$ cat src/rtl/branch_npc_pkg.sv
// Shared definitions for the branch / next-PC block: compare opcodes,
// the fetch reset vector and the redirect FSM state encoding.
package branch_npc_pkg;

    // Branch condition selector as decoded in the D stage
    typedef enum logic [2:0] {
        CMP_BEQ   = 3'd0,
        CMP_BNE   = 3'd1,
        CMP_BLTZ  = 3'd2,
        CMP_BLEZ  = 3'd3,
        CMP_BGTZ  = 3'd4,
        CMP_BGEZ  = 3'd5,
        CMP_ALWAYS = 3'd6,
        CMP_NEVER = 3'd7
    } cmp_op_e;

    // Fetch address taken out of reset
    localparam logic [31:0] PC_RESET = 32'h0000_3000;

    // SEQ: fetching sequentially; PEND: a taken target waits for fetch to accept it
    typedef enum logic {
        ST_SEQ  = 1'b0,
        ST_PEND = 1'b1
    } state_e;

endpackage

$ cat src/rtl/branch_npc_cmp.sv
// Branch condition evaluator: signed 32-bit compares of the forwarded
// register operands, selected by the D-stage compare opcode.
module branch_cmp
    import branch_npc_pkg::*;
(
    input  logic [31:0] rs,
    input  logic [31:0] rt,
    input  logic [2:0]  cmp_op,
    output logic        cond
);

    logic signed [31:0] rs_s;
    logic signed [31:0] rt_s;

    assign rs_s = rs;
    assign rt_s = rt;

    // Pick the condition; the reserved opcode never takes
    always_comb begin
        cond = 1'b0;
        case (cmp_op_e'(cmp_op))
            CMP_BEQ:    cond = (rs_s == rt_s);
            CMP_BNE:    cond = (rs_s != rt_s);
            CMP_BLTZ:   cond = (rs_s <  32'sd0);
            CMP_BLEZ:   cond = (rs_s <= 32'sd0);
            CMP_BGTZ:   cond = (rs_s >  32'sd0);
            CMP_BGEZ:   cond = (rs_s >= 32'sd0);
            CMP_ALWAYS: cond = 1'b1;
            default:    cond = 1'b0;
        endcase
    end

endmodule

$ cat src/rtl/branch_npc.sv
// Next-PC generation with delay-slot semantics. A taken branch resolved
// while fetch is stalled is parked in pend_tgt until fetch can accept it.
// Optional feature: define BRANCH_NPC_STATS_EN to add saturating
// taken / not-taken resolve counters.
module branch_npc
    import branch_npc_pkg::*;
(
    input  logic        clk,
    input  logic        reset,
    input  logic        valid_d,
    input  logic        branch,
    input  logic        j,
    input  logic        jal,
    input  logic        jr,
    input  logic [2:0]  cmp_op,
    input  logic [31:0] rs_data,
    input  logic [31:0] rt_data,
    input  logic [31:0] ins_d,
    input  logic [31:0] pc_d,
    input  logic        f_stall,
`ifdef BRANCH_NPC_STATS_EN
    output logic [31:0] br_taken_cnt,
    output logic [31:0] br_ntaken_cnt,
`endif
    output logic [31:0] pc_f,
    output logic        taken,
    output logic [31:0] link_addr,
    output logic        redirect_pend
);

    logic        cond;
    logic [31:0] pc_d_plus4;
    logic [31:0] br_offset;
    logic [31:0] target;
    logic [31:0] pend_tgt;
    logic [31:0] pc_next;
    logic [31:0] pend_next;
    state_e      state;
    state_e      state_next;

    // jal only affects write-back, which uses link_addr; target selection
    // treats it like j
    logic unused_jal;
    assign unused_jal = jal;

    branch_cmp u_cmp (
        .rs     (rs_data),
        .rt     (rt_data),
        .cmp_op (cmp_op),
        .cond   (cond)
    );

    assign pc_d_plus4    = pc_d + 32'd4;
    assign link_addr     = pc_d + 32'd8;
    assign br_offset     = {{14{ins_d[15]}}, ins_d[15:0], 2'b00};
    assign taken         = valid_d & branch & cond;
    assign redirect_pend = (state == ST_PEND);

    // Target selection: register jump beats absolute jump beats PC-relative
    always_comb begin
        target = pc_d_plus4 + br_offset;
        if (jr)
            target = rs_data;
        else if (j)
            target = {pc_d_plus4[31:28], ins_d[25:0], 2'b00};
    end

    // Redirect FSM next state, next fetch PC and parked target
    always_comb begin
        state_next = state;
        pc_next    = pc_f;
        pend_next  = pend_tgt;
        case (state)
            ST_SEQ: begin
                if (!f_stall) begin
                    pc_next = taken ? target : pc_f + 32'd4;
                end else if (taken) begin
                    pend_next  = target;
                    state_next = ST_PEND;
                end
            end
            ST_PEND: begin
                if (!f_stall) begin
                    pc_next    = taken ? target : pend_tgt;
                    state_next = ST_SEQ;
                end else if (taken) begin
                    pend_next = target;
                end
            end
            default: state_next = ST_SEQ;
        endcase
    end

    // State, fetch PC and parked target registers
    always_ff @(posedge clk or posedge reset) begin
        if (reset) begin
            state    <= ST_SEQ;
            pc_f     <= PC_RESET;
            pend_tgt <= 32'd0;
        end else begin
            state    <= state_next;
            pc_f     <= pc_next;
            pend_tgt <= pend_next;
        end
    end

`ifdef BRANCH_NPC_STATS_EN
    // Saturating per-outcome resolve counters
    always_ff @(posedge clk or posedge reset) begin
        if (reset) begin
            br_taken_cnt  <= 32'd0;
            br_ntaken_cnt <= 32'd0;
        end else if (valid_d && branch) begin
            if (cond) begin
                if (br_taken_cnt != 32'hFFFF_FFFF)
                    br_taken_cnt <= br_taken_cnt + 32'd1;
            end else begin
                if (br_ntaken_cnt != 32'hFFFF_FFFF)
                    br_ntaken_cnt <= br_ntaken_cnt + 32'd1;
            end
        end
    end
`endif

endmodule

$ cat config.mk
export PLATFORM = sky130hd
export DESIGN_NAME = branch_npc
export DESIGN_NICKNAME = d
export VERILOG_FILES = /design/src/rtl/branch_npc_pkg.sv /design/src/rtl/branch_npc_cmp.sv /design/src/rtl/branch_npc.sv
export SDC_FILE = /design/constraint.sdc
export NUM_CORES = 1
export LEC_CHECK = 0
export CAP_MARGIN = 0
export CORE_MARGIN = 2
export CORE_UTILIZATION = 30
export DETAILED_ROUTE_END_ITERATION = 10
export SETUP_SLACK_MARGIN = 0.15
export SYNTH_ARGS = -nofsm -noshare
export SYNTH_HDL_FRONTEND = slang
export SYNTH_HIERARCHICAL = 1
export SYNTH_SLANG_ARGS = --single-unit
$ cat constraint.sdc
create_clock -name clk -period 3.01 [get_ports clk]
set_input_delay 0.4515 -clock clk [delete_from_list [all_inputs] [get_ports clk]]
set_output_delay 0.4515 -clock clk [all_outputs]
set_load 0.005 [all_outputs]
==> results.yml, run 1 <==
run_status:
  status: "finished, violations left"
  violations: "setup timing"
clocking:
  cts_tree: "yes"
  cts.sinks: 65
  htree_levels: 3
  clk_path_buf_depth: 2
  ctsRootBufferMaster: "clkbuf_16"
  clock_latency_ps: 330
  clk_pin_slew_worst_paths_ps: 60
  numCtsBuffers: 9
  cts_hold_buf: 0
timing:
  hold_viol_final: 0
  whs_ps: 473
  layout_setup_ws_ps: -426
  fmax_ghz: 0.291
  maxSlewViolCount: 0
  rsz0062_at_grt: "true"
  period_needed_ps: 3440
  setup_viol: 49
  fin_setup_tns_ps: -9550
  timing.final.crit_share_pct: 114
  fin_skew_ps: 6.39
  slew_headroom_pct: 50.3
  tightestPinTransition_ps: 745
grt:
  grt_usage_pct: 24.3
  grt_max_degree: 37
  antenna_found_initial: 1
  grt_pass1_wl_mm: 46.7
  grt-ovfl-total: 0
  grt_pass1_vias: 8673
critical_path:
  cp_cell_sequence: "buf_8 > ha_4 > and3_4 > nand4_1 > buf_4 > buf_6 > xnor2_2 > ha_1 > a211oi_2 > inv_1 > o2bb2ai_4 > o22a_4 > nor4_4 > or3b_1 > a31oi_1 > and3b_2 > a221o_1"
  path_class: "in2reg"
  crit_family: "simple AND/OR/NAND/NOR gates"
  slowest_delay_ps: 410
  end_kind: "register"
  arrival_ps: 3640
  cp-start-kind: "input port"
  slowest_stage: "or3b_1"
  reg2regPathDepth: 9
  crit_fanout: 3
  cp.required_ps: 3220
  path_buf_inv: 4
  cp_num_cells: 17
route:
  viasPerCell: 5.19
  drc_errors: 0
  drtAntennaViolNets: 0
  drtIter0Drc: 766
  vias: 9036
  firstDrtPassIters: 7
  routed_wl_mm: 31.5
  routedWlPerCell_um: 18.1
logic_synthesis:
  ys_types: 68
  synth_edf_count: 0
  synth_cells: 943
  yosys_warnings: 6
  synth_area_per_cell_um2: 7.52
  synth_area_mm2: 0.00709
  syn_nets: 1119
  synthArstFlopShare_pct: 100
  synth_top_flop_cell: "dfrtp_1"
  yosysSeqAreaShare_pct: 23.0
  synth_seq_cells: 65
place:
  place.gp.congestion: 0.927
  detailed_place_hpwl_mm: 24.4
  io_buffers: 197
finish:
  final_cell_mix: "buf_4 (273), nand2_1 (109), clkdlybuf4s50_1 (93), dfrtp_1 (63), xnor2_1 (58)"
  syn_to_final_growth_pct: 84.7
  nets: 1591
  filler_cell_count: 2083
  final_layout_size_suffix_gt1_share_pct: 41.1
  final_common_cell: "buf_4"
worst_hold_path:
  hold-path-cell-count: 2
  min_path_type: "reg2reg"
floorplan:
  io_pins: 205
  core_mm2: 0.0233
  die-height_um: 158
  dieArea_mm2: 0.0249
  rows: 56
  start_util_pct: 30.4
  die_w_um: 158
power:
  vdd_drop_max_mv: 0.273
  powerDensity_mw_per_mm2: 366
  p_leak_nw: 5.86
flow_run:
  max_cap_violations: 0
synthesized netlist by cell type, types with 8 or more instances:
master / number / share of area [%]
nand2_1: 121 / 6.4
xnor2_1: 93 / 11
o21ai_0: 84 / 5.9
nor2_1: 71 / 3.8
dfrtp_1: 63 / 22
a21oi_1: 58 / 4.1
clkbuf_1: 47 / 2.5
nand4_1: 40 / 3.5
nand3_1: 39 / 2.8
ha_1: 36 / 6.4
xor2_1: 36 / 4.4
inv_1: 26 / 1.4
and3_1: 17 / 1.5
a22oi_1: 16 / 1.7
a21o_1: 15 / 1.6
nor4_1: 12 / 1.1
o211ai_1: 12 / 1.3
nor3_1: 11 / 0.78
a211oi_1: 10 / 1.1
a31oi_1: 8 / 0.71
power by group:
group | switching (mW) | internal (mW)
sequential | 0.261 | 1.12
combinational | 1.07 | 1.31
clock | 0.373 | 0.657
registers in the layout (all words and copies together) (netlist names):
| name | flops |
|---|---|
| redirect_pend | 1 |
| pend_tgt | 32 |
| pc_f | 32 |
final timing paths:
kind	start	slack [ps]	end
max	pc_d[4]	-430	pc_f[30]$_DFFE_PP0P_
max in group asynchronous	reset	1760	pc_f[13]$_DFFE_PP1P_
min reg2reg	pend_tgt[18]$_DFFE_PP0P_	470	pend_tgt[18]$_DFFE_PP0P_
max reg2reg	pc_f[2]$_DFFE_PP0P_	510	pc_f[30]$_DFFE_PP0P_
min in group asynchronous	reset	490	pc_f[7]$_DFFE_PP0P_
min	pend_tgt[18]$_DFFE_PP0P_	470	pend_tgt[18]$_DFFE_PP0P_
tightest hold or removal path, stage by stage (launching register included):
cell and delay, ps:
dfrtp_1 340, nand2_1 50, o31ai_1 50
cell families (layout without fill, tap and decap cells):
group	count (synthesis)	after routing	share of synthesized area, %
adder cells (fa/ha/maj)	37	37	6.64
buffers and inverters	81	558	4.47
flip-flops	65	65	23.0
multiplexers	14	14	2.10
AO/OA/AOI/OAI	269	269	24.4
other	0	1	0
XOR/XNOR	129	129	15.9
AND/OR/NAND/NOR	348	348	23.5
layout make-up:
class,count,area [µm²],share of cell area (%)
antenna,1,2.50,0.0191
sequential,65,1630,12.4
clock buffer,10,239,1.83
clock inverter,6,57.6,0.440
multi-input combinational,797,6280,47.9
inverter,26,100,0.765
tap,319,399,3.05
timing repair buffer,516,4390,33.5
metrics by stage:
stage / area [µm²] / utilization (%) / setup slack (ps) / instances / total power, mW
final: 13100 / 56.1 / -426 / 1740 / 4.79
after global routing: 13100 / 56.1 / -591 / 1740 / 5.08
after CTS: 12500 / 53.6 / -404 / 1721 / 4.63
after detailed placement: 11300 / 48.5 / -1310 / 1667 / 3.41
after global placement: 11300 / 48.5 / -1190 / 1667 / 3.38
after floorplan: 7190 / - / -528 / 943 / 2.28
per-layer routing:
layer,global-route usage (%),wire length [µm]
met1,31.2,13500
met2,41.6,15200
met3,3.34,1600
met4,8.27,1260
met5,0,0
timing repair:
action                                  CTS  global route
buffers inserted                         38            17
endpoints found under the hold margin     0             0
gates cloned                              0             1
pin swaps                               135           113
endpoints found under the setup margin   88            74
gates resized for setup                 376           161
Power figures use the tool's default switching activity.
==> inputs of run 2 (changes only) <==
clock period = 4.4 ns   (was 3.01 ns; I/O delays follow)
==> run 2 against run 1 <==
  * The run now ends clean
  * Critical path depth grew 1
  * Clock skew decreased by 1.5 ps
  * Final cell count shrank 10%
  * Sequential cell count did not move
  * Sequential power shrank 32%
  * Register-to-register slack improved by 1200 ps
  * Hold slack gained 3.1 ps
  * Combinational power is 46% lower
  * Via count down 12%
  * First-iteration DRC count shrank 35%
  * Die area unchanged
  * Sequential share of layout area rose by 2.7 points
  * Critical path type unchanged
  * Largest power group unchanged
==> results.yml, run 2 (synthesis results as in run 1) <==
critical_path:
  end_kind: "register"
  worst-r2r-setup-slack_ps: 1690
  startpoint: "pc_d[2]"
  cp-start-kind: "input port"
  worstReg2RegStart: "pc_f[2]$_DFFE_PP0P_"
  path_class: "in2reg"
  r2r_end: "pc_f[30]$_DFFE_PP0P_"
  crit_end: "pc_f[31]$_DFFE_PP0P_"
  cp.required_ps: 4660
  crit_fanout: 4
  arrival_ps: 4360
  reg2regPathDepth: 9
timing:
  maxSlewViolCount: 0
  fin_skew_ps: 4.93
  timing.final.crit_share_pct: 93.2
  hold_viol_final: 0
  setup_viol: 0
  tightestPinTransition_ps: 1020
  whs_ps: 477
  rsz0062_at_grt: "false"
  fmax_ghz: 0.244
  slew_headroom_pct: 31.4
  period_needed_ps: 4100
  layout_setup_ws_ps: 299
clocking:
  cts_hold_buf: 0
  clk_path_buf_depth: 2
  cts_tree: "yes"
  ctsRootBufferMaster: "clkbuf_16"
  clk_pin_slew_worst_paths_ps: 50
  numCtsBuffers: 9
  clock_latency_ps: 330
  cts.sinks: 65
  htree_levels: 3
place:
  dp_cells: 1534
  place.gp.congestion: 0.907
  place_worst_setup_slack_ps: -311
  detailed_place_hpwl_mm: 21.6
  io_buffers: 197
  placed_area_mm2: 0.0102
route:
  routed_wl_mm: 26.8
  drtIter0Drc: 500
  routedWlPerCell_um: 17.2
  vias: 7975
  drc_errors: 0
  viasPerCell: 5.11
  firstDrtPassIters: 6
  drtAntennaViolNets: 0
floorplan:
  dieArea_mm2: 0.0249
  start_util_pct: 30.4
  io_pins: 205
  die-height_um: 158
  die_w_um: 158
  core_mm2: 0.0233
  rows: 56
grt:
  antenna_found_initial: 2
  grt_pass1_wl_mm: 41.4
  grt-ovfl-total: 0
  grt_max_degree: 42
  grt_pass1_vias: 7712
  grt_usage_pct: 21.2
finish:
  final_cell_mix: "clkdlybuf4s50_1 (192), buf_4 (137), nand2_1 (120), xnor2_1 (88), o21ai_0 (77)"
  final_common_cell: "clkdlybuf4s50_1"
  nets: 1410
  fin_cells: 1560
  final_layout_size_suffix_gt1_share_pct: 16.5
  multiInputGateArea_mm2: 0.00533
  filler_cell_count: 2304
  ff_latch_area_mm2: 0.00163
  finalInstanceArea_mm2: 0.0108
  syn_to_final_growth_pct: 52.2
worst_hold_path:
  min_path_type: "reg2reg"
  hp-start: "pend_tgt[18]$_DFFE_PP0P_"
power:
  p_leak_nw: 4.41
  powerDensity_mw_per_mm2: 276
  vdd_drop_max_mv: 0.161
run_status:
  status: "finished clean"
flow_run:
  max_cap_violations: 0
run 2: cell count changes in the layout (fill, tap and decap cells not counted), sizes merged:
cell           delta
buf             -210
clkbuf           -12
clkdlybuf4s15    -14
clkdlybuf4s50    +99
clkinv            -3
clkinvlp          -1
diode             +1
dlygate4sd2      -33
dlymetal6s2s      -7
run 2: repair_timing:
item | 4_1_cts | 5_1_grt
resized for setup | 2 | 42
pin swaps | 0 | 21
setup buffers | 0 | 8
gates cloned | 0 | 0
setup endpoints to repair | 5 | 23
run 2: through the flow:
step / setup TNS (ps) / power, mW / util [%]
floorplan: 0 / 1.55 / -
global placement: -833 / 2.18 / 43.8
detailed placement: -2130 / 2.21 / 43.8
CTS: 0 / 2.95 / 45.2
global route: 0 / 3.17 / 46.2
finish: 0 / 2.97 / 46.2
run 2: critical path, cell delays in order:
cell and delay [ps]:
clkdlybuf4s50_1 550, ha_1 220, and3_4 190, nand2_1 80
nor2_1 100, buf_4 140, nand2_1 60, xnor2_1 130
ha_1 350, a21oi_1 150, o21ai_1 100, a221o_1 380
a31o_2 260, a21o_1 180, a211oi_2 240, xnor2_1 130
or2_1 280, o21ai_1 140
run 2: how the worst min path moves through the flow:
| stage | to | slack, ps | cells after the start |
|---|---|---|---|
| final | pend_tgt[18]$_DFFE_PP0P_ | 480 | 2 |
| after global routing | pend_tgt[2]$_DFFE_PP0P_ | 510 | 2 |
| after CTS | pend_tgt[18]$_DFFE_PP0P_ | 480 | 2 |
| after detailed placement | pend_tgt[18]$_DFFE_PP0P_ | 470 | 2 |
| after global placement | pend_tgt[1]$_DFFE_PP0P_ | 460 | 2 |
| after floorplan | pend_tgt[3]$_DFFE_PP0P_ | 440 | 2 |
run 2: area by class of cell:
class                      count  area share, %
tap                          319           3.70
sequential                    65           15.1
clock buffer                  14           2.54
timing repair buffer         335           28.0
multi-input combinational    797           49.4
clock inverter                 2          0.325
antenna                        2         0.0464
inverter                      26          0.904
run 2: power by group:
part           switching [mW]  internal [mW]
Clock                   0.257          0.484
Combinational           0.582          0.707
Sequential              0.179          0.764
run 2: metal layers:
metal / global-route usage (%) / vias to the layer above / share of wire (%)
li1: - / 4003 / -
met1: 28.8 / 3643 / 45
met2: 33.9 / 283 / 46
met3: 2.60 / 46 / 5.1
met4: 9.39 / 0 / 4.2
met5: 0 / - / 0
